--- config.mk ---
export PLATFORM = sky130hd
export DESIGN_NAME = seq_restoring_divider_flat
export DESIGN_NICKNAME = d
export VERILOG_FILES = /design/src/rtl/seq_restoring_divider_pkg.sv /design/src/rtl/seq_restoring_divider_if.sv /design/src/rtl/seq_restoring_divider_sub.sv /design/src/rtl/seq_restoring_divider.sv /design/src/flat_wrapper.sv
export SDC_FILE = /design/constraint.sdc
export NUM_CORES = 1
export LEC_CHECK = 0
export ABC_AREA = 1
export CELL_PAD_IN_SITES_DETAIL_PLACEMENT = 0
export CELL_PAD_IN_SITES_GLOBAL_PLACEMENT = 1
export CORE_MARGIN = 4
export CORE_UTILIZATION = 39
export CTS_BUF_LIST = sky130_fd_sc_hd__clkbuf_4
export DETAILED_ROUTE_END_ITERATION = 10
export PLACE_DENSITY = 0.84
export REMOVE_ABC_BUFFERS = 1
export SLEW_MARGIN = 0
export SYNTH_ARGS = -nofsm -noshare
export SYNTH_HDL_FRONTEND = slang
export SYNTH_HIERARCHICAL = 1
export SYNTH_SLANG_ARGS = --single-unit
--- constraint.sdc ---
create_clock -name clk -period 4.8 [get_ports clk]
set_clock_uncertainty 0.1 [all_clocks]
set_input_delay 0.96 -clock clk [delete_from_list [all_inputs] [get_ports clk]]
set_output_delay 0.96 -clock clk [all_outputs]
set_load 0.02 [all_outputs]
--- src/rtl/seq_restoring_divider_pkg.sv ---
// Shared types and constants for the sequential restoring divider.
package div_pkg;

  localparam int W = 8;
  localparam int ITER = 8;
  localparam logic [7:0] DBZ_Q = 8'hFF;

  typedef enum logic [1:0] {
    S_IDLE = 2'd0,
    S_RUN  = 2'd1,
    S_FIN  = 2'd2
  } state_t;

endpackage

--- src/rtl/seq_restoring_divider_if.sv ---
// Start/done request and result bundle for the divider.
interface seq_restoring_divider_if;
  import div_pkg::*;

  logic         start;
  logic [W-1:0] dividend;
  logic [W-1:0] divisor;
  logic         busy;
  logic         done;
  logic [W-1:0] quotient;
  logic [W-1:0] remainder;
  logic         div_by_zero;

  modport master (
    output start, dividend, divisor,
    input  busy, done, quotient,
    input  remainder, div_by_zero
  );

  modport slave (
    input  start, dividend, divisor,
    output busy, done, quotient,
    output remainder, div_by_zero
  );

endinterface

--- src/rtl/seq_restoring_divider_sub.sv ---
// 8-bit ripple-borrow subtractor: difference = a - b - bin.
module eight_bit_full_subtractor (
  input  logic [7:0] a,
  input  logic [7:0] b,
  input  logic       bin,
  output logic [7:0] difference,
  output logic       bout
);

  logic [8:0] br;

  always_comb begin
    br = '0;
    difference = '0;
    br[0] = bin;
    for (int i = 0; i < 8; i++) begin
      difference[i] = a[i] ^ b[i] ^ br[i];
      br[i+1] = (~a[i] & b[i])
              | (~(a[i] ^ b[i]) & br[i]);
    end
  end

  assign bout = br[8];

endmodule

--- src/rtl/seq_restoring_divider.sv ---
// Unsigned 8-bit restoring divider, one quotient bit per clock.
module seq_restoring_divider
  import div_pkg::*;
#(
  parameter int WIDTH = 8
) (
  input logic clk,
  input logic rst_n,
  seq_restoring_divider_if.slave bus
);

  if (WIDTH != 8) begin : g_bad_width
    $error("seq_restoring_divider: WIDTH must be 8");
  end

  state_t     state;
  state_t     state_nx;
  logic [7:0] q_r;
  logic [7:0] r_r;
  logic [7:0] d_r;
  logic [2:0] count;
  logic [7:0] quo;
  logic [7:0] rem;
  logic       dbz;
  logic       done_r;
  logic [7:0] s;
  logic [7:0] diff;
  logic       bout;
  logic       accept;

  assign s = {r_r[6:0], q_r[7]};

  eight_bit_full_subtractor u_sub (
    .a          (s),
    .b          (d_r),
    .bin        (1'b0),
    .difference (diff),
    .bout       (bout)
  );

  // a start coinciding with the done pulse is dropped
  assign accept = bus.start && !done_r;

  always_ff @(posedge clk) begin
    if (!rst_n) state <= S_IDLE;
    else        state <= state_nx;
  end

  always_comb begin
    state_nx = state;
    unique case (state)
      S_IDLE: begin
        if (accept)
          state_nx = (bus.divisor == 8'd0)
                   ? S_FIN : S_RUN;
      end
      S_RUN: begin
        if (count == 3'(ITER - 1))
          state_nx = S_FIN;
      end
      S_FIN:   state_nx = S_IDLE;
      default: state_nx = S_IDLE;
    endcase
  end

  always_ff @(posedge clk) begin
    if (!rst_n) begin
      q_r    <= '0;
      r_r    <= '0;
      d_r    <= '0;
      count  <= '0;
      quo    <= '0;
      rem    <= '0;
      dbz    <= 1'b0;
      done_r <= 1'b0;
    end else begin
      done_r <= (state == S_FIN);
      unique case (state)
        S_IDLE: begin
          if (accept) begin
            q_r   <= bus.dividend;
            d_r   <= bus.divisor;
            r_r   <= '0;
            count <= '0;
            dbz   <= 1'b0;
          end
        end
        S_RUN: begin
          if (!bout) begin
            r_r <= diff;
            q_r <= {q_r[6:0], 1'b1};
          end else begin
            r_r <= s;
            q_r <= {q_r[6:0], 1'b0};
          end
          count <= count + 3'd1;
        end
        S_FIN: begin
          if (d_r == 8'd0) begin
            quo <= DBZ_Q;
            rem <= q_r;
            dbz <= 1'b1;
          end else begin
            quo <= q_r;
            rem <= r_r;
          end
        end
        default: ;
      endcase
    end
  end

  // before iteration k the remainder is below 2^k, so bit 7 never shifts out
  always_ff @(posedge clk) begin
    if (rst_n && state == S_RUN)
      a_r_msb: assert (r_r[7] == 1'b0);
  end

  assign bus.busy        = (state != S_IDLE);
  assign bus.done        = done_r;
  assign bus.quotient    = quo;
  assign bus.remainder   = rem;
  assign bus.div_by_zero = dbz;

endmodule

--- src/flat_wrapper.sv ---
// flat-port wrapper written by rule: the top's interface ports become plain ports
module seq_restoring_divider_flat import div_pkg::*;
#(
  parameter int WIDTH = 8
)
  (clk, rst_n, bus_start, bus_dividend, bus_divisor, bus_busy, bus_done, bus_quotient, bus_remainder, bus_div_by_zero);
  seq_restoring_divider_if bus_i ();
  input logic clk;
  input logic rst_n;
  input wire logic [$bits(bus_i.start)-1:0] bus_start;
  input wire logic [$bits(bus_i.dividend)-1:0] bus_dividend;
  input wire logic [$bits(bus_i.divisor)-1:0] bus_divisor;
  output wire logic [$bits(bus_i.busy)-1:0] bus_busy;
  output wire logic [$bits(bus_i.done)-1:0] bus_done;
  output wire logic [$bits(bus_i.quotient)-1:0] bus_quotient;
  output wire logic [$bits(bus_i.remainder)-1:0] bus_remainder;
  output wire logic [$bits(bus_i.div_by_zero)-1:0] bus_div_by_zero;
  assign bus_i.start = bus_start;
  assign bus_i.dividend = bus_dividend;
  assign bus_i.divisor = bus_divisor;
  assign bus_busy = bus_i.busy;
  assign bus_done = bus_i.done;
  assign bus_quotient = bus_i.quotient;
  assign bus_remainder = bus_i.remainder;
  assign bus_div_by_zero = bus_i.div_by_zero;
  seq_restoring_divider #(.WIDTH(WIDTH)) u_core (.clk(clk), .rst_n(rst_n), .bus(bus_i));
endmodule
Word level (Yosys, flattened, before mapping)
Index checks and enable logic that the tools add are counted.
W data, S select, Z words.
{"block": "word_totals", "ff_bits": 47, "word_cells": 97}
{"block": "op_classes", "add_sub_neg": 1, "eq_ne": 6, "mux": 17, "bitwise_logic": 52, "n_reduce_logical": 12}
{"operator": "$mux W8", "n": 5}
{"operator": "$pmux W8 S2", "n": 2}
{"operator": "$logic_not A8 Y1", "n": 2}
{"operator": "$and A1 B1 Y1", "n": 15}
{"operator": "$not A1 Y1", "n": 15}
{"operator": "$xor A1 B1 Y1", "n": 15}
{"operator": "$or A1 B1 Y1", "n": 7}
{"operator": "$mux W2", "n": 3}
{"operator": "$pmux W3 S2", "n": 1}
{"operator": "$reduce_and A2 Y1", "n": 3}
{"operator": "$reduce_bool A2 Y1", "n": 3}
{"operator": "$ne A2 B1 Y1 const B", "n": 2}
{"operator": "$pmux W2 S2", "n": 1}
{"operator": "$add A3 B1 Y3 const B", "n": 1}
{"operator": "$eq A3 B3 Y1 const B", "n": 1}
{"operator": "$mux W1", "n": 3}
{"operator": "$mux W3", "n": 1}
{"operator": "$reduce_and A3 Y1", "n": 1}
{"operator": "$eq A2 B1 Y1 const B", "n": 1}
{"operator": "$eq A2 B2 Y1 const B", "n": 1}
{"operator": "$logic_not A2 Y1", "n": 1}
{"operator": "$ne A2 B2 Y1 const B", "n": 1}
{"operator": "$pmux W1 S2", "n": 1}
{"operator": "$logic_and A1 B1 Y1", "n": 1}
{"operator": "$logic_not A1 Y1", "n": 1}

Longest topological paths before layout
{"block": "depth", "depth_word": 18, "depth_mapped": 17, "mapped_depth_nobuf": 16}

By module
Netlist, hierarchy kept.
{"module": "seq_restoring_divider", "n_inst": 1, "cells_per_inst": 316, "area_per_inst_um2": 2155.8, "seq_area_each_um2": 940.9}
{"module": "eight_bit_full_subtractor", "n_inst": 1, "cells_per_inst": 26, "area_per_inst_um2": 227.7, "seq_area_each_um2": 0.0}

Worst setup path after synthesis
Ideal clock, no wire load.
{"block": "synth_timing", "kind": "reg-to-reg", "startpoint": "register u_core.q_r[7]", "endpoint": "register u_core.r_r[7]", "setup_time_ns": 0.120, "arrival_ns": 3.568, "path_slack_ns": 1.012, "path_stages_with_launch": 15, "n_path_buf": 0, "cell_sequence": "dfxtp_1 fa_1 inv_1 fa_1 fa_1 fa_1 fa_1 fa_1 fa_1 inv_1 fa_1 nor2_1 nor2_1 o21ai_0 a21oi_2"}
{"block": "synth_between", "word_cells_on_any_way": 19}
{"item": "start: declaration", "line_no": "seq_restoring_divider.sv:18", "source": "logic [7:0] q_r;"}
{"item": "start signal: assignment", "line_no": "seq_restoring_divider.sv:81", "source": "q_r <= bus.dividend;"}
{"item": "start signal: assignment", "line_no": "seq_restoring_divider.sv:91", "source": "q_r <= {q_r[6:0], 1'b1};"}
{"item": "start signal: assignment", "line_no": "seq_restoring_divider.sv:94", "source": "q_r <= {q_r[6:0], 1'b0};"}
{"item": "$not A1 Y1", "line_no": "seq_restoring_divider_sub.sv:18", "source": "br[i+1] = (~a[i] & b[i])"}
{"item": "$and A1 B1 Y1", "line_no": "seq_restoring_divider_sub.sv:18"}
{"item": "$and A1 B1 Y1", "line_no": "seq_restoring_divider_sub.sv:19", "source": "| (~(a[i] ^ b[i]) & br[i]);"}
{"item": "$or A1 B1 Y1", "line_no": "seq_restoring_divider_sub.sv:19"}
{"item": "$and A1 B1 Y1", "line_no": "seq_restoring_divider_sub.sv:19"}
{"item": "$or A1 B1 Y1", "line_no": "seq_restoring_divider_sub.sv:19"}
{"item": "$and A1 B1 Y1", "line_no": "seq_restoring_divider_sub.sv:19"}
{"item": "$or A1 B1 Y1", "line_no": "seq_restoring_divider_sub.sv:19"}
{"item": "[... 2 more ...]"}
{"item": "$and A1 B1 Y1", "line_no": "seq_restoring_divider_sub.sv:19"}
{"item": "$or A1 B1 Y1", "line_no": "seq_restoring_divider_sub.sv:19"}
{"item": "$and A1 B1 Y1", "line_no": "seq_restoring_divider_sub.sv:19"}
{"item": "$or A1 B1 Y1", "line_no": "seq_restoring_divider_sub.sv:19"}
{"item": "$xor A1 B1 Y1", "line_no": "seq_restoring_divider_sub.sv:17", "source": "difference[i] = a[i] ^ b[i] ^ br[i];"}
{"item": "named net u_core.diff[7]", "line_no": "seq_restoring_divider.sv:27", "source": "logic [7:0] diff;"}
{"item": "$mux W8", "line_no": "seq_restoring_divider.sv:89", "source": "if (!bout) begin"}
{"item": "$pmux W8 S2", "line_no": "seq_restoring_divider.sv:78", "source": "unique case (state)"}
{"item": "end signal: assignment", "line_no": "seq_restoring_divider.sv:90", "source": "r_r <= diff;"}
{"item": "end signal: assignment", "line_no": "seq_restoring_divider.sv:93", "source": "r_r <= s;"}
{"item": "end: declaration", "line_no": "seq_restoring_divider.sv:19", "source": "logic [7:0] r_r;"}
The timed path passes the listed nets, and every way through them passes these cells.
A chain may end at the register's enable or synchronous reset.

Worst setup path after layout
Same ends and word-level chain as after synthesis.

==> qor.yml <==
outcome:
  status: "completed"
power_and_ir_drop:
  p_leak_uw: 0.00123
  cellPowerDensity_mw_per_mm2: 319
  peakVddDrop_mv: 0.135
critical_path:
  start_kind: "register"
  end_kind: "register"
  timing.rr.end: "u_core/r_r[7]"
  r2r_setup_slack_ns: 0.80
  r2r_start: "u_core/q_r[7]"
  worstPathArrival_ns: 4.11
  crit_chain: "fa_1, inv_1, fa_1, fa_1, fa_1, fa_1, fa_1, fa_1, inv_1, fa_1, nor2_1, nor2_1, o21ai_0, a21oi_2"
  path_class: "reg2reg"
  crit_slowest_cell: "dfxtp_1"
  critical_path.max_stage_delay_ns: 0.41
  worstPathMaxFanout: 4
  required_ns: 4.91
  r2r_cells: 14
  crit_top_cell: "fa_1"
cts:
  cts_made_buffers: 5
  clkSinkCount: 47
  cts_tree: "done"
  clockBufferDepth: 2
  path_clk_slew_ns: 0.13
  cts-resized-gates: 0
  clk_latency_ns: 0.35
  cts_root_buf: "clkbuf_4"
  cts-htree-levels: 2
  ctsHoldBuffers: 0
  postCtsSetupBuffers: 0
global_routing:
  antenna_found_initial: 0
  grt_use_total_pct: 14.7
  grt_pass1_vias: 1916
  overflow: 0
  grt_pass1_wl_um: 8800
  grt_max_degree: 30
drt:
  vias: 2049
  wirelength_um: 5270
  vias_per_cell: 4.56
  wl_per_cell_um: 11.7
  drcViolationCount: 0
  drt_pass1_iterations: 4
  ant_nets: 0
  drt_iter0_markers: 104
yosys:
  yosysSeqAreaShare_pct: 39.5
  synth_cell_types: 21
  synth_area_mm2: 0.00238
  synth_warnings: 6
  yosysTopAreaCellShare_pct: 39.5
  netlist_instances: 342
  yosysTopAreaCell: "dfxtp_1"
  ys_ff_latch: 47
  synth_area_leaders: "dfxtp_1 (39%), nor2_1 (14%), nand2_1 (8.8%), inv_1 (7.9%), o21ai_0 (6.9%)"
  synth_area_per_cell_um2: 6.97
placement:
  place.port_buffers: 37
  dpl.hpwl_um: 3760
  place_area_mm2: 0.00278
  dp_cells: 443
  pre_cts_ws_ns: 0.807
  place.gp.congestion: 0.820
hold_path:
  min_to: "u_core/count[1]"
  min-delay-start: "u_core/count[1]"
  hold_class: "reg2reg"
  holdPathStages: 2
final_layout:
  seqCellArea_um2: 941
  final_cell_mix: "nor2_1 (88), nand2_1 (56), inv_1 (50), dfxtp_1 (47), clkdlybuf4s50_1 (37)"
  final_common_cell: "nor2_1"
  multi_input_comb_area_mm2: 0.00118
  layout-drive-gt1-share_pct: 5.61
  syn2layout_area_growth_pct: 18.5
  final_net_count: 404
  final_cells: 449
  final_area_mm2: 0.00283
  antennaDiodeCount: 0
  num-fill-cells: 619
floorplanning:
  rows: 28
  dieWidth_um: 86.2
  coreArea_mm2: 0.00592
  start_util_pct: 40.3
  pin_count: 38
  die_h_um: 86.2
  die_area_mm2: 0.00743
timing:
  relSlewSlack_pct: 31.8
  setup_viol: 0
  grt_setup_unrepaired: "no"
  fin_crit_sh_pct: 83.4
  tightest_slew_ns: 1.02
  finalCriticalPeriod_ns: 4.00
  finalHoldWorstSlack_ns: 0.376
  clock.fmax_ghz: 0.250
  final_max_slew_viol_count: 0
  finalHoldViolations: 0
  setup_ws_ns: 0.799
  setup_tns_ns: 0
run:
  maxCapViolCount: 0
## layout make-up
cell class              instances  share of cell area (%)
well taps                      75                    3.32
flip-flops and latches         47                    33.3
clock buffers                   6                    1.59
repair buffers                 37                    13.1
multi-input cells             233                    41.6
inverters                      51                    7.04
## worst max-delay path: cells and delay by family (launching register included)
| kind | cells | cell delay (ns) |
|---|---|---|
| adder cells (fa/ha/maj) | 8 | 2.90 |
| flip-flops | 1 | 0.41 |
| buffers and inverters | 2 | 0.12 |
| AO/OA/AOI/OAI | 2 | 0.18 |
| AND/OR/NAND/NOR | 2 | 0.15 |
## power by group
group / switching, uW / internal (uW) / leakage (uW) / total [uW]
clock network: 120 / 58.1 / 0.0000276 / 178
logic: 166 / 102 / 0.000813 / 268
registers: 29.4 / 425 / 0.000385 / 455
## worst max path at each step
stage          slack [ns]  cells past startpoint     startpoint       endpoint
6_report             0.80                     14  u_core/q_r[7]  u_core/r_r[7]
5_1_grt              0.58                     14  u_core/q_r[7]  u_core/r_r[3]
4_1_cts              0.79                     14  u_core/q_r[7]  u_core/r_r[7]
3_5_place_dp         0.81                     14  u_core/q_r[7]  u_core/r_r[7]
3_3_place_gp         0.85                     14  u_core/q_r[7]  u_core/r_r[7]
2_1_floorplan        0.98                     14  u_core/q_r[7]  u_core/r_r[7]
## registers in the layout, indices dropped and copies added (netlist names)
register	flops
u_core/bus.div_by_zero	1
u_core/d_r	8
u_core/bus.remainder	8
u_core/count	3
u_core/bus.quotient	8
u_core/q_r	8
u_core/bus.done	1
u_core/r_r	8
u_core/state	2
## routing by layer
metal,up-vias,GRT usage [%],share of wire (%)
li1,1100,-,-
met1,920,18.5,49
met2,24,25.0,47
met3,5,3.80,3.1
met4,0,4.11,1.2
met5,-,0,0
## synthesized netlist by cell type (all sizes together)
library cell / count
a21oi: 16
buf: 9
clkbuf: 2
conb: 1
dfxtp: 47
fa: 8
ha: 2
inv: 51
nand2: 62
nand3: 10
nor2: 93
o21ai: 40
or2: 1
## through the flow
stage / total power, uW / utilization (%)
after floorplan: 645 / -
after global routing: 971 / 47.7
after detailed placement: 734 / 47.0
final: 901 / 47.7
after global placement: 731 / 47.0
after CTS: 915 / 47.7
## cells by family after synthesis
family          synth area share, %
compound gates                 12.2
fa+ha+maj                      7.77
buf+inv                        11.2
flops                          39.5
other cells                   0.157
simple gates                   29.2
No activity file was read; power rests on OpenSTA's default activity.
